===== config.mk =====
export PLATFORM = sky130hd
export DESIGN_NAME = hc_add_arbiter
export DESIGN_NICKNAME = d
export VERILOG_FILES = /design/src/rtl/hc_add_arbiter.sv
export SDC_FILE = /design/constraint.sdc
export NUM_CORES = 1
export LEC_CHECK = 0
export CELL_PAD_IN_SITES_DETAIL_PLACEMENT = 0
export CELL_PAD_IN_SITES_GLOBAL_PLACEMENT = 1
export CORE_MARGIN = 2
export CORE_UTILIZATION = 25
export DETAILED_ROUTE_END_ITERATION = 8
export HOLD_SLACK_MARGIN = 0.02
export PLACE_DENSITY = 0.64
export SYNTH_ARGS = -nofsm -noshare
export SYNTH_HDL_FRONTEND = slang
export SYNTH_SLANG_ARGS = --single-unit

===== constraint.sdc =====
create_clock -name clk -period 2.5 [get_ports clk]
set_input_delay 0.5 -clock clk [delete_from_list [all_inputs] [get_ports clk]]
set_output_delay 0.5 -clock clk [all_outputs]
set_load 0.01 [all_outputs]

===== src/rtl/hc_add_arbiter.sv =====
// Round-robin arbiter feeding one Han-Carlson adder; serves a single operation at a time.
// Latency: rsp_valid rises 3 cycles after the acceptance cycle (IDLE -> OPND -> CALC -> RESP).
// Backpressure: the response is held in RESP until rsp_ready; no request is accepted meanwhile.
module hc_add_arbiter #(
    parameter int WIDTH = 16,
    parameter int NREQ  = 4
) (
    input  logic                     clk,
    input  logic                     rst_n,
    input  logic [NREQ-1:0]          req_valid,
    output logic [NREQ-1:0]          req_ready,
    input  logic [NREQ*WIDTH-1:0]    req_a,
    input  logic [NREQ*WIDTH-1:0]    req_b,
    input  logic [NREQ-1:0]          req_cin,
    output logic                     rsp_valid,
    input  logic                     rsp_ready,
    output logic [$clog2(NREQ)-1:0]  rsp_id,
    output logic [WIDTH-1:0]         rsp_sum,
    output logic                     rsp_cout,
    output logic [15:0]              ops_done
);
    localparam int IW = $clog2(NREQ);
    localparam int N  = WIDTH + 1;
    localparam int LV = $clog2(N);

    typedef enum logic [1:0] {IDLE, OPND, CALC, RESP} state_t;

    state_t            state, state_nxt;
    logic [IW-1:0]     rr_ptr, gnt_idx, id_r;
    logic              gnt_vld, accept;
    logic [WIDTH-1:0]  a_r, b_r;
    logic              cin_r;
    logic [N-1:0]      g_r, p_r, gi;

    // Lowest offset from rr_ptr wins; scanning downward lets the last hit be the winner.
    always_comb begin
        int            j;
        logic [IW-1:0] idx;
        gnt_vld = 1'b0;
        gnt_idx = '0;
        j       = 0;
        idx     = '0;
        for (int k = NREQ - 1; k >= 0; k--) begin
            j = int'(rr_ptr) + k;
            if (j >= NREQ) j = j - NREQ;
            idx = IW'(j);
            if (req_valid[idx]) begin
                gnt_vld = 1'b1;
                gnt_idx = idx;
            end
        end
    end

    always_comb begin
        req_ready = '0;
        if (rst_n && state == IDLE && gnt_vld) req_ready[gnt_idx] = 1'b1;
    end

    assign accept    = (state == IDLE) && gnt_vld;
    assign rsp_valid = (state == RESP);

    always_comb begin
        state_nxt = state;
        case (state)
            IDLE:    if (accept) state_nxt = OPND;
            OPND:    state_nxt = CALC;
            CALC:    state_nxt = RESP;
            RESP:    if (rsp_ready) state_nxt = IDLE;
            default: state_nxt = IDLE;
        endcase
    end

    // Han-Carlson: pair odd bits, Kogge-Stone over odd bits, then fix up even bits.
    always_comb begin
        logic [N-1:0] gl [0:LV+1];
        logic [N-1:0] pl [0:LV+1];
        for (int l = 0; l <= LV + 1; l++) begin
            gl[l] = '0;
            pl[l] = '0;
        end
        gl[0] = g_r;
        pl[0] = p_r;
        gl[1] = gl[0];
        pl[1] = pl[0];
        for (int i = 1; i < N; i += 2) begin
            gl[1][i] = gl[0][i] | (pl[0][i] & gl[0][i-1]);
            pl[1][i] = pl[0][i] & pl[0][i-1];
        end
        for (int l = 1; l < LV; l++) begin
            gl[l+1] = gl[l];
            pl[l+1] = pl[l];
            for (int i = 1; i < N; i += 2) begin
                if (i > (1 << l)) begin
                    gl[l+1][i] = gl[l][i] | (pl[l][i] & gl[l][i-(1 << l)]);
                    pl[l+1][i] = pl[l][i] & pl[l][i-(1 << l)];
                end
            end
        end
        gl[LV+1] = gl[LV];
        pl[LV+1] = pl[LV];
        for (int i = 2; i < N; i += 2) begin
            gl[LV+1][i] = gl[LV][i] | (pl[LV][i] & gl[LV][i-1]);
            pl[LV+1][i] = pl[LV][i] & pl[LV][i-1];
        end
        gi = gl[LV+1];
    end

    always_ff @(posedge clk or negedge rst_n) begin
        if (!rst_n) begin
            state    <= IDLE;
            rr_ptr   <= '0;
            a_r      <= '0;
            b_r      <= '0;
            cin_r    <= 1'b0;
            id_r     <= '0;
            g_r      <= '0;
            p_r      <= '0;
            rsp_id   <= '0;
            rsp_sum  <= '0;
            rsp_cout <= 1'b0;
            ops_done <= '0;
        end else begin
            state <= state_nxt;
            if (accept) begin
                a_r    <= req_a[gnt_idx*WIDTH +: WIDTH];
                b_r    <= req_b[gnt_idx*WIDTH +: WIDTH];
                cin_r  <= req_cin[gnt_idx];
                id_r   <= gnt_idx;
                rr_ptr <= (gnt_idx == IW'(NREQ - 1)) ? '0 : gnt_idx + IW'(1);
            end
            if (state == OPND) begin
                g_r <= {a_r & b_r, cin_r};
                p_r <= {a_r ^ b_r, 1'b0};
            end
            if (state == CALC) begin
                rsp_sum  <= p_r[N-1:1] ^ gi[N-2:0];
                rsp_cout <= gi[N-1];
                rsp_id   <= id_r;
            end
            if (state == RESP && rsp_ready) ops_done <= ops_done + 16'd1;
        end
    end
endmodule


# == Yosys cells after proc, flatten, opt, wreduce, memory -nomap -nowiden ==
# Index checks and enable logic that the tools add are counted.
# W data, S select, Z words.
# word_totals
register_bits,107
inputBits,139
# op_classes
add_sub_neg,9
bitwise_logic,86
eq_ne,6
muxes,29
order_cmp,10
n_reduce_logical,7
shifts,2
# ops
cell,count
$shiftx A64 B7 Y16,2
$and A1 B1 Y1,50
$or A1 B1 Y1,33
$xor A16 B16 Y16,2
$mux W2,11
$add A16 B1 Y16 const B,1
$and A16 B16 Y16,1
$lt A2 B3 Y1 const B,5
$bmux W1 S2,5
$mux W1,10
$ge A3 B3 Y1 const B,3
$pmux W2 S4,1
$sub A2 B1 Y2 const B,4
$add A2 B2 Y3 const B,2
$eq A2 B2 Y1 const B,3
$logic_and A1 B1 Y1,5
$mux W4,1
$add A2 B1 Y3 const B,1
$ge A2 B3 Y1 const B,1
$add A2 B1 Y2 const B,1
$demux W1 S2,1
$eq A2 B1 Y1 const B,1
$ge A2 B1 Y1 const B,1
$logic_not A2 Y1,1
3 further kinds,3

# == Logic depth before layout (Yosys ltp) ==
# logic_depth
ltp_word,14
ltp_mapped,10

# == Least setup slack after synthesis ==
# No wires, ideal clock.
# synth_timing
path_kind,reg2reg
start,register g_r[0]
end,register rsp_sum[8]
setup_time_ns,0.125
period_less_slack_ns,2.162
t_arrival_ns,2.038
path_slack_ns,0.338
path_stages_with_launch,11
required_time_ns,2.375
cell_sequence,dfrtp_1 ha_1 o211ai_1 a21oi_1 or2_2 a21o_1 a21o_1 ha_1 nor2_1 xnor2_1 mux2_2
# synth_between
elab_chain_cells,9
# synth_lines
element,line_no,text
from (decl),33,"logic [N-1:0] g_r, p_r, gi;"
from (signal assigned),132,"g_r <= {a_r & b_r, cin_r};"
$and A1 B1 Y1,86,gl[1][i] = gl[0][i] | (pl[0][i] & gl[0][i-1]);
$or A1 B1 Y1,86,
$and A1 B1 Y1,94,gl[l+1][i] = gl[l][i] | (pl[l][i] & gl[l][i-(1 << l)]);
$or A1 B1 Y1,94,
$and A1 B1 Y1,94,
$or A1 B1 Y1,94,
$and A1 B1 Y1,102,gl[LV+1][i] = gl[LV][i] | (pl[LV][i] & gl[LV][i-1]);
$or A1 B1 Y1,102,
$xor A16 B16 Y16,136,rsp_sum <= p_r[N-1:1] ^ gi[N-2:0];
to (signal assigned),136,
to (decl),18,"output logic [WIDTH-1:0] rsp_sum,"
# No other way between the ends.
# A chain may end at the register's enable or synchronous reset.

# == Worst setup path after layout ==
# layout_timing
start,register rr_ptr[1]
end,output req_ready[1]
# layout_between
elab_chain_cells,14
word_cells_on_any_way,38
cone_classes,add/sub (7); order compare (6); mux (23); reduce/logical (2)
# layout_lines
element,line_no,text
from (decl),29,"logic [IW-1:0] rr_ptr, gnt_idx, id_r;"
from (signal assigned),129,rr_ptr <= (gnt_idx == IW'(NREQ - 1)) ? '0 : gnt_idx + IW'(1);
$add A2 B2 Y3,44,j = int'(rr_ptr) + k;
$ge A3 B3 Y1 or $sub A2 B1 Y2 (tied branches),45,if (j >= NREQ) j = j - NREQ;
$mux W2,45,
$bmux W1 S2,47,if (req_valid[idx]) begin
$mux W1 (not written as such),47,
$mux W2 (3 in a row),47,
$mux W2 *,47,
via gnt_idx[0],29,
$lt A2 B3 Y1 (not written as such) or $ge A2 B1 Y1 (tied branches),56,if (rst_n && state == IDLE && gnt_vld) req_ready[gnt_idx] = 1'b1;
$logic_and A1 B1 Y1 (not written as such),56,
$mux W1 (not written as such),56,
$demux W1 S2 *,56,
$mux W4 *,56,
to (decl),11,"output logic [NREQ-1:0] req_ready,"
# The timed path passes the listed nets; every way through them passes the cells marked *. The select of a mux whose other input is x is not followed.

==> key figures <==
Floorplan
  • Core ar.: 23500 sq um
  • Die area: 25200 sq um
  • # rows: 56
  • Die Y: 159 um
  • DIE WIDTH: 159 um
  • IO Pins: 179
  • Starting Density: 25.5%

CTS
  • CTS tree: yes
  • Clk slew on worst S/H paths: 0.07 ns
  • Clock Tree Buf Depth: 2
  • CTS Sinks: 107
  • Worst skew pair latency: 0.36 ns
  • Root Buffer Master: clkbuf_16
  • H-Tree Depth: 3
  • Cts bufs inserted: 9

Final layout
  • Register area: 2680 sq um
  • Final core utilization: 36.2%
  • Design area: 8510 sq um
  • Final std cells w/o fill: 1065
  • Area delta synth->final: 41.9%
  • Share of layout cells above drive strength 1: 15.8%
  • Area of the multi-input gates: 3130 sq um
  • Filler cell count: 2419
  • Final #Nets: 915
  • ANT cells: 0

Flow run
  • Max Cap Viol: 0

Routing
  • DRC Markers: 0
  • Vias after detailed routing: 4710
  • Drt first pass iters: 4
  • Drt wl/cell: 15.9 um
  • 1st-iter DRT viols: 240
  • DR vias/cell: 4.42
  • ANT nets after route: 0
  • Routed WL: 17.0 mm

Worst setup path
  • Worst setup startpoint: rr_ptr[1]
  • Worst-path cell chain: o21bai_1 -> a221o_2 -> nand2_4 -> ha_1 -> and3_1 -> clkdlybuf4s15_1
  • Worst setup path class: reg2out
  • R2r setup slk: 0.12 ns
  • Worst Path Max Fanout: 4
  • CP Launch Type: register
  • Worst setup EP type: output pin
  • Worst R2R End: rsp_sum[12]
  • Slowest CP cell: dfrtp_1
  • Req. time, crit path: 2.00 ns
  • WP data arrival: 1.90 ns
  • Top Family by Delay on Critical Path: compound AO/OA/AOI/OAI gates
  • Worst r2r path cells: 10
  • Worst R2R Start: g_r[0]
  • Worst Setup EP: req_ready[1]
  • Worst path bufs/invs: 1
  • Worst path depth: 6
  • Critical Path Max Stage Delay: 0.42 ns

Global route
  • Vias in the first global route: 4757
  • Pin count of the biggest net entering global routing: 67
  • Overall Global Routing Usage: 13.7%
  • First-pass GRT wire length: 27.1 mm
  • Initial antenna violation count: 1
  • GRT overflow: 0

Synthesis
  • Mapped cell area: 6000 sq um
  • Multiplexer area fraction after synthesis: 15.3%
  • Leading area contributor after synthesis: dfrtp_1
  • Flops & latches, synth: 107
  • Cell variety after synth: 39
  • Largest cells by area after synthesis: dfrtp_1 (45%), mux2_2 (9.8%), ha_1 (7.3%), mux2i_1 (5.5%), o211ai_1 (4.3%)
  • Main combinational cell family by area after synthesis: multiplexers
  • Adder-Cell Fraction of Synth Area: 7.30%
  • Post-Synth XOR/XNOR Area: 3.21%
  • Commonest register cell after synthesis: dfrtp_1
  • Post-synth EDFFs: 0
  • Top cell type's share of synthesized area: 44.6%
  • Post-Synthesis Cells: 558
  • Area fraction in compound gates after synthesis: 14.6%
  • Seq/Total Area, Yosys: 44.6%
  • Simple-gate share of the synthesized area: 11.0%
  • Yosys warning count: 0
  • Syn_nets: 732
  • Async set-reset flop share out of synthesis: 100%
  • Syn_area_per_cell: 10.7 sq um

Timing
  • Final Hold Viols: 0
  • Clk_skew: 0.0109 ns
  • Fmax: 416 MHz
  • RSZ-0062 raised after global routing: no
  • Tightest Pin Transition: 0.739 ns
  • Period utilization: 96.1%
  • Relative slew slack: 50.8%
  • Max-slew violations: 0
  • Hold_ws: 0.335 ns
  • Final setup viols: 0
  • PnR worst setup slack: 0.0964 ns
  • Sum Neg Setup Slack: 0 ns
  • Fin crit period: 2.40 ns

Pwr
  • Leak: 3.79 nW
  • Worst vdd ir: 0.310 mV
  • Power Total: 9.04 mW
  • Pwr/cell area: 1060 nW/um^2

Hold path
  • HP Class: in2async

Place
  • Setup WS pre-CTS: -0.489 ns
  • GP Congestion: 0.702
  • IO buf count: 178
  • Inst Count DP: 1045
  • Dpl cell area: 8180 sq um
  • DPL Wire Length: 13.0 mm

Run status
  • Outcome: complete, no violations
[logic make-up after synthesis]
group,Yosys count
and+or+nand+nor,135
AOI/OAI and AO/OA,133
DFF,107
muxes,85
buffers and inverters,41
adders and majority gates,35
xor gates and xnor gates,22
[power by group]
| part | leakage, nW | switching (mW) | internal [mW] | total, mW |
|---|---|---|---|---|
| sequential | 1.34 | 0.627 | 2.52 | 3.15 |
| combinational | 2.32 | 2.11 | 2.39 | 4.50 |
| clock | 0.135 | 0.696 | 0.692 | 1.39 |
[worst min-delay path by stage]
stage,slack [ns],from,to,cells after the start
after floorplan,0.20,rst_n,a_r[0],0
after global placement,0.47,ops_done[15],ops_done[15],1
after detailed placement,0.47,ops_done[15],ops_done[15],1
after CTS,0.38,rst_n,a_r[6],2
after global routing,0.40,rst_n,a_r[6],2
final,0.33,rst_n,a_r[6],2
[layout by cell type (no fill, tap or decap), types with 3 or more instances in the layout]
cell / n
a21boi_0: 20
a21boi_1: 13
a21o_1: 5
a21oi_1: 8
a21oi_2: 3
and3_1: 40
buf_4: 27
clkbuf_16: 9
clkbuf_2: 3
clkdlybuf4s50_1: 169
dfrtp_1: 107
ha_1: 35
inv_1: 6
mux2_2: 52
mux2i_1: 33
nand2_1: 52
nand3_1: 6
nand4_1: 3
nor2_1: 20
o211ai_1: 34
o21ai_0: 10
o21ai_1: 32
or2_2: 3
xnor2_1: 17
xor2_1: 5
[sequential cells by signal, indices dropped and copies added, names as in the netlist]
name      flops
state         2
rr_ptr        2
g_r          17
cin_r         1
ops_done     16
a_r          16
rsp_cout      1
rsp_sum      16
id_r          2
b_r          16
rsp_id        2
p_r          16
[metal layers]
| layer | global-route usage (%) | vias up | share of wire [%] |
|---|---|---|---|
| met5 | 0 | - | 0 |
| met4 | 4.59 | 0 | 1.4 |
| met3 | 2.72 | 10 | 4.5 |
| met2 | 21.0 | 93 | 45 |
| met1 | 19.3 | 2220 | 49 |
| li1 | - | 2387 | - |
[Yosys cell counts (2+ instances only)]
library cell	number
a21boi_1	13
o21ai_1	31
o211ai_1	34
nor2b_1	2
buf_6	9
nor2_1	20
xor2_1	5
inv_1	6
a221o_1	2
xnor2_1	17
a21oi_1	11
mux2_2	52
nand3_1	6
nand2b_1	2
clkbuf_1	13
mux2i_1	33
or2_2	3
nor3_1	2
ha_1	35
buf_2	11
nor4_1	2
nand4_1	3
a21o_1	5
and3_1	40
o21ai_0	11
dfrtp_1	107
nand2_1	52
a21boi_0	20
[worst reg2reg max path: stages (launching register included)]
cell and delay (ns):
dfrtp_1 0.42, ha_1 0.22, o211ai_1 0.20, a21oi_1 0.12, or2_2 0.33, a31oi_2 0.21, o21ai_0 0.12, ha_1 0.19
nor2_1 0.11, xnor2_1 0.08, mux2_2 0.26
[final cells by class]
cell class	count	area share [%]
clock inverters	7	0.735
clock buffers	9	2.65
well taps	319	4.69
repair buffers	206	23.4
flip-flops and latches	107	31.5
multi-input cells	410	36.7
inverters	7	0.338
[repair_timing]
item,in CTS,in global routing
setup buffers,2,2
pin swaps,4,3
hold buffers,0,0
gates resized for setup,14,13
endpoints found under the setup margin,4,6
(Power assumes the default switching activity.)
